**src/rtl/traffic_light_if.sv**
```systemverilog
// Lamp/pedestrian bus between the traffic-light controller and the top level.
interface traffic_light_if;
    logic       ped_req;
    logic       night;
    logic       red;
    logic       yellow;
    logic       green;
    logic       ped_walk;
    logic [2:0] phase;

    // Board side: drives the requests, observes the lamps.
    modport master (
        output ped_req, night,
        input  red, yellow, green, ped_walk, phase
    );

    // Controller side.
    modport slave (
        input  ped_req, night,
        output red, yellow, green, ped_walk, phase
    );
endinterface

```
**src/rtl/traffic_light_ctrl.sv**
```systemverilog
// Single-approach traffic-light phase controller (Moore machine).
// Sequence RED -> RED_YELLOW -> GREEN -> GREEN_BLINK -> YELLOW -> RED with
// per-phase cycle counts; a latched pedestrian request shortens GREEN.
// Optional night blink mode is enabled by defining NIGHT_MODE_EN.
module traffic_light_ctrl #(
    parameter int unsigned CNT_W       = 8,
    parameter int unsigned T_RED       = 8,
    parameter int unsigned T_RY        = 2,
    parameter int unsigned T_GREEN     = 8,
    parameter int unsigned T_MIN_GREEN = 3,
    parameter int unsigned T_GBLINK    = 4,
    parameter int unsigned T_YELLOW    = 2
) (
    input  logic            clk,
    input  logic            rst_n,
    traffic_light_if.slave  bus
);

    typedef enum logic [2:0] {
        ST_RED         = 3'd0,
        ST_RED_YELLOW  = 3'd1,
        ST_GREEN       = 3'd2,
        ST_GREEN_BLINK = 3'd3,
        ST_YELLOW      = 3'd4,
        ST_NIGHT       = 3'd5
    } state_t;

    localparam logic [CNT_W-1:0] RED_LAST   = CNT_W'(T_RED - 1);
    localparam logic [CNT_W-1:0] RY_LAST    = CNT_W'(T_RY - 1);
    localparam logic [CNT_W-1:0] GREEN_LAST = CNT_W'(T_GREEN - 1);
    localparam logic [CNT_W-1:0] MING_LAST  = CNT_W'(T_MIN_GREEN - 1);
    localparam logic [CNT_W-1:0] BLINK_LAST = CNT_W'(T_GBLINK - 1);
    localparam logic [CNT_W-1:0] YEL_LAST   = CNT_W'(T_YELLOW - 1);

    state_t           state, state_nx;
    logic [CNT_W-1:0] cnt, cnt_nx;
    logic             ped_pending, ped_nx;

`ifdef NIGHT_MODE_EN
    localparam logic [CNT_W-1:0] NIGHT_LAST = CNT_W'(2 * T_YELLOW - 1);
    localparam logic [CNT_W:0]   NIGHT_HALF = (CNT_W + 1)'(T_YELLOW);
    logic night_req;
    assign night_req = bus.night;
`else
    // night input has no function in this build.
    logic unused_night;
    assign unused_night = bus.night;
`endif

    // State, phase counter and pedestrian latch.
    always_ff @(posedge clk or negedge rst_n) begin
        if (!rst_n) begin
            state       <= ST_RED;
            cnt         <= '0;
            ped_pending <= 1'b0;
        end else begin
            state       <= state_nx;
            cnt         <= cnt_nx;
            ped_pending <= ped_nx;
        end
    end

    // Next state, counter and pedestrian latch update.
    always_comb begin
        logic   phase_end;
        state_t succ;
        state_nx  = state;
        cnt_nx    = cnt + CNT_W'(1);
        ped_nx    = ped_pending;
        phase_end = 1'b0;
        succ      = ST_RED;

        case (state)
            ST_RED: begin
                succ      = ST_RED_YELLOW;
                phase_end = (cnt == RED_LAST);
            end
            ST_RED_YELLOW: begin
                succ      = ST_GREEN;
                phase_end = (cnt == RY_LAST);
            end
            ST_GREEN: begin
                succ      = ST_GREEN_BLINK;
                phase_end = (cnt == GREEN_LAST) || (ped_pending && (cnt >= MING_LAST));
            end
            ST_GREEN_BLINK: begin
                succ      = ST_YELLOW;
                phase_end = (cnt == BLINK_LAST);
            end
            ST_YELLOW: begin
                succ      = ST_RED;
                phase_end = (cnt == YEL_LAST);
            end
`ifdef NIGHT_MODE_EN
            ST_NIGHT: begin
                // Blink period wraps; leave only at a period end with night released.
                if (cnt == NIGHT_LAST) begin
                    cnt_nx = '0;
                    if (!night_req) state_nx = ST_RED;
                end
            end
`endif
            default: begin
                state_nx = ST_RED;
                cnt_nx   = '0;
            end
        endcase

        if (phase_end) begin
            cnt_nx   = '0;
            state_nx = succ;
`ifdef NIGHT_MODE_EN
            if (night_req) state_nx = ST_NIGHT;
`endif
        end

        // Clearing on entry to RED/NIGHT wins over a same-cycle request.
        if ((state_nx == ST_RED) || (state_nx == ST_NIGHT)) begin
            ped_nx = 1'b0;
        end else if (bus.ped_req && (state != ST_RED) && (state != ST_NIGHT)) begin
            ped_nx = 1'b1;
        end
    end

    // Lamp decode from state and counter only.
    always_comb begin
        bus.red      = 1'b0;
        bus.yellow   = 1'b0;
        bus.green    = 1'b0;
        bus.ped_walk = 1'b0;
        bus.phase    = 3'(state);
        case (state)
            ST_RED: begin
                bus.red      = 1'b1;
                bus.ped_walk = 1'b1;
            end
            ST_RED_YELLOW: begin
                bus.red    = 1'b1;
                bus.yellow = 1'b1;
            end
            ST_GREEN:       bus.green  = 1'b1;
            ST_GREEN_BLINK: bus.green  = ~cnt[0];
            ST_YELLOW:      bus.yellow = 1'b1;
`ifdef NIGHT_MODE_EN
            ST_NIGHT:       bus.yellow = ({1'b0, cnt} < NIGHT_HALF);
`endif
            default: ;
        endcase
    end

endmodule

```
**src/flat_wrapper.sv**
```systemverilog
// flat-port wrapper written by rule: the top's interface ports become plain ports
module traffic_light_ctrl_flat 
#(
    parameter int unsigned CNT_W       = 8,
    parameter int unsigned T_RED       = 8,
    parameter int unsigned T_RY        = 2,
    parameter int unsigned T_GREEN     = 8,
    parameter int unsigned T_MIN_GREEN = 3,
    parameter int unsigned T_GBLINK    = 4,
    parameter int unsigned T_YELLOW    = 2
)
  (clk, rst_n, bus_ped_req, bus_night, bus_red, bus_yellow, bus_green, bus_ped_walk, bus_phase);
  traffic_light_if bus_i ();
  input  logic clk;
  input  logic rst_n;
  input wire logic [$bits(bus_i.ped_req)-1:0] bus_ped_req;
  input wire logic [$bits(bus_i.night)-1:0] bus_night;
  output wire logic [$bits(bus_i.red)-1:0] bus_red;
  output wire logic [$bits(bus_i.yellow)-1:0] bus_yellow;
  output wire logic [$bits(bus_i.green)-1:0] bus_green;
  output wire logic [$bits(bus_i.ped_walk)-1:0] bus_ped_walk;
  output wire logic [$bits(bus_i.phase)-1:0] bus_phase;
  assign bus_i.ped_req = bus_ped_req;
  assign bus_i.night = bus_night;
  assign bus_red = bus_i.red;
  assign bus_yellow = bus_i.yellow;
  assign bus_green = bus_i.green;
  assign bus_ped_walk = bus_i.ped_walk;
  assign bus_phase = bus_i.phase;
  traffic_light_ctrl #(.CNT_W(CNT_W), .T_RED(T_RED), .T_RY(T_RY), .T_GREEN(T_GREEN), .T_MIN_GREEN(T_MIN_GREEN), .T_GBLINK(T_GBLINK), .T_YELLOW(T_YELLOW)) u_core (.clk(clk), .rst_n(rst_n), .bus(bus_i));
endmodule
```
**config.mk**
```make
export PLATFORM = sky130hd
export DESIGN_NAME = traffic_light_ctrl_flat
export DESIGN_NICKNAME = d
export VERILOG_FILES = /design/src/rtl/traffic_light_if.sv /design/src/rtl/traffic_light_ctrl.sv /design/src/flat_wrapper.sv
export SDC_FILE = /design/constraint.sdc
export NUM_CORES = 1
export LEC_CHECK = 0
export BUFFER_PORTS_ARGS = -buffer_cell sky130_fd_sc_hd__buf_2
export CAP_MARGIN = 40
export CORE_ASPECT_RATIO = 1.25
export CORE_MARGIN = 3
export CORE_UTILIZATION = 40
export CTS_BUF_LIST = sky130_fd_sc_hd__clkbuf_16
export CTS_CLUSTER_DIAMETER = 50
export DETAILED_ROUTE_END_ITERATION = 8
export PLACE_DENSITY = 0.63
export SYNTH_ARGS = -nofsm -noshare
export SYNTH_HDL_FRONTEND = slang
export SYNTH_SLANG_ARGS = --single-unit
```
**constraint.sdc**
```tcl
create_clock -name clk -period 4.8 [get_ports clk]
set_input_delay 0.48 -clock clk [delete_from_list [all_inputs] [get_ports clk]]
set_output_delay 0.48 -clock clk [all_outputs]
set_load 0.005 [all_outputs]
```
==> flow_summary.yaml <==
status:
  outcome: "finished, final reports clean"
final_layout:
  drive_gt1_frac: 0.2442
  mostFrequentLayoutCells: "dfrtp_1, nor3_1, buf_2, nor2_1, xnor2_1"
  instances_no_fill: 104
  layout_commonest_cell: "dfrtp_1"
  area_growth_syn_to_layout_pct: 14.69
  layout.nets: 94
  diodes: 0
logic_synthesis:
  seq_area_frac_synth: 0.3960
  syn-cell-area_sq_um: 758.2
  synth_enable_flop_cells: 0
  yosysWarnings: 0
  synthCells: 78
  synth-seq-cells: 12
  ys_types: 37
  synthArstFlopShare: 1.000
  synth_flop_cell: "dfrtp_1"
  avgSynthCellArea_sq_um: 9.721
  synth_nets: 84
clocking:
  cts.sinks: 12
  cts_max_path_buffers: 2
  htreeDepth: 1
  cts_resized: 0
  cts_tree: "done"
  cts_buffers: 3
  clk_latency_ps: 240
  cts_setup_buffers: 0
  cts_root_buf: "clkbuf_16"
  clkTransAtPathRegs_ps: 40
  ctsHoldBuffers: 0
setup_path:
  worstSetupPathType: "reg2reg"
  worstPathArrival_ps: 2040
  cp_slowest_cell: "or4b_4"
  crit_path_cell_trace: "or4b_4, o22ai_2, o21a_1, mux2i_1"
  worst_ep_required_time_ps: 4960
  crit_buf_inv: 0
  endpoint_kind: "flip-flop"
  max_stage_delay_ps: 560
  path_delay_family: "simple AND/OR/NAND/NOR gates"
  worst_setup_path_start_kind: "flip-flop"
  crit_fanout: 10
drt:
  ant_nets: 0
  drc: 0
  dr.pass1.iters: 4
  drt_iter0_drc: 13
  via_per_inst: 5.760
  finalWirelength_um: 1435
  routedWlPerCell_um: 13.80
  vias: 599
die:
  placementRows: 16
  initial_utilization: 0.4509
  die_w_um: 44.94
  dieArea_sq_um: 2457
  core_sq_um: 1682
  num_io_pins: 11
  die_y_um: 54.68
place:
  portBuffers: 9
  dp_hpwl_um: 1041
  gp_congestion: 0.8303
  dp_cells: 101
grt:
  grt_max_degree: 13
  grt_antenna_before_repair: 0
  grt_pass1_wl_um: 2490
  grt_usage: 0.1425
  grt_pass1_vias: 585
  grt_overflow_total: 0
sta:
  fin_crit_sh: 0.3923
  finClkSkew_ps: 1.649
  finalSetupViolations: 0
  rsz0062_at_grt: "false"
  post-route-min-period_ps: 1883
  finalHoldViolCount: 0
  drv_slew: 0
  fmax_ghz: 0.5311
  maxSlewHeadroom: 0.7309
  fin_setup_tns_ps: 0
  timing_worst_slew_pin_value_ps: 402.9
run:
  max-cap-violations: 0
power_and_ir_drop:
  switching_share: 0.3761
  p_int_mw: 0.3669
  sequentialPowerShare: 0.329
  peakVddDrop_mv: 0.3013
  p_sw_mw: 0.2212
  p_leak_nw: 0.3790
  p_per_area_nw_per_um2: 676.2
  clockPowerShare: 0.249
  combPwrFrac: 0.422
hold_path:
  hp-class: "in2async"
-- synthesized netlist by cell type, types with 2 or more instances --
library cell	instances	area, sq um
inv_1	3	11.26
nor2_1	4	15.01
ha_1	2	25.02
nand3b_1	2	15.01
o21ai_0	2	10.01
and3_1	3	18.77
buf_6	2	22.52
xor2_1	3	26.28
xnor2_1	4	35.03
nand3_1	2	10.01
a31oi_1	3	18.77
a21oi_1	2	10.01
nor3_1	9	45.04
dfrtp_1	12	300.3
nand2_1	3	11.26
-- power by group through the flow --
stage | Clock (mW) | Sequential [mW] | Combinational [mW]
6_report | 0.146 | 0.194 | 0.248
5_1_grt | 0.155 | 0.202 | 0.282
4_1_cts | 0.153 | 0.193 | 0.253
3_5_place_dp | 0 | 0.195 | 0.252
3_3_place_gp | 0 | 0.192 | 0.249
2_1_floorplan | 0 | 0.166 | 0.226
-- per-layer routing --
metal | global-route usage | wire, um
met1 | 0.1497 | 623
met4 | 0.1024 | 45
met3 | 0.02961 | 71
met5 | 0 | 0
met2 | 0.2476 | 695
-- worst reg2reg max path: cells and delay by family, from the launching register on --
family	cells	cell delay, ps
flip-flops	1	460
AND/OR/NAND/NOR	1	570
multiplexers	1	220
AO/OA/AOI/OAI	2	560
-- stage by stage --
| step | utilization | hold WS (ps) | setup slack, ps | area (sq um) | total power, mW |
|---|---|---|---|---|---|
| 2_1_floorplan | - | 184.4 | 3089 | 758.2 | 0.3916 |
| 6_report | 0.5171 | 118.3 | 2917 | 869.6 | 0.5880 |
| 4_1_cts | 0.5171 | 122.9 | 2888 | 869.6 | 0.5998 |
| 5_1_grt | 0.5171 | 130.9 | 2761 | 869.6 | 0.6393 |
| 3_5_place_dp | 0.4725 | 377.7 | 2904 | 794.5 | 0.4467 |
| 3_3_place_gp | 0.4725 | 374.7 | 2903 | 794.5 | 0.4416 |
-- worst paths after layout --
path | from | end | slack (ps) | depth (start not counted)
max | u_core.bus.phase[1]$_DFF_PN0_ | u_core.bus.phase[2]$_DFF_PN0_ | 2920 | 4
min | rst_n | u_core.bus.phase[2]$_DFF_PN0_ | 120 | 1
max reg2reg | u_core.bus.phase[1]$_DFF_PN0_ | u_core.bus.phase[2]$_DFF_PN0_ | 2920 | 4
min reg2reg | u_core.cnt[0]$_DFF_PN0_ | u_core.cnt[0]$_DFF_PN0_ | 580 | 1
max in group asynchronous | rst_n | u_core.cnt[4]$_DFF_PN0_ | 4460 | 1
min in group clk | bus_ped_req | u_core.ped_pending$_DFFE_PN0P_ | 570 | 3
-- cell type report --
type	count	area, sq um
Tap cell	18	22.52
Inverter	3	11.26
Fill cell	166	812.0
Clock buffer	3	75.07
Timing Repair Buffer	9	45.04
Sequential cell	12	300.3
Multi-Input combinational cell	59	415.4
-- flip-flops by register name, summed over array words and instances (netlist names) --
signal,flops
u_core.bus.phase,3
u_core.cnt,8
u_core.ped_pending,1
-- kinds of logic after synthesis --
| group | after synthesis | share of synthesized area |
|---|---|---|
| AO/OA/AOI/OAI | 15 | 0.1568 |
| buffers and inverters | 7 | 0.05609 |
| AND/OR/NAND/NOR | 34 | 0.2641 |
| multiplexers | 1 | 0.01320 |
| XOR/XNOR | 7 | 0.08086 |
| adder cells (fa/ha/maj) | 2 | 0.03300 |
| flip-flops | 12 | 0.3960 |
(Power assumes the default switching activity.)
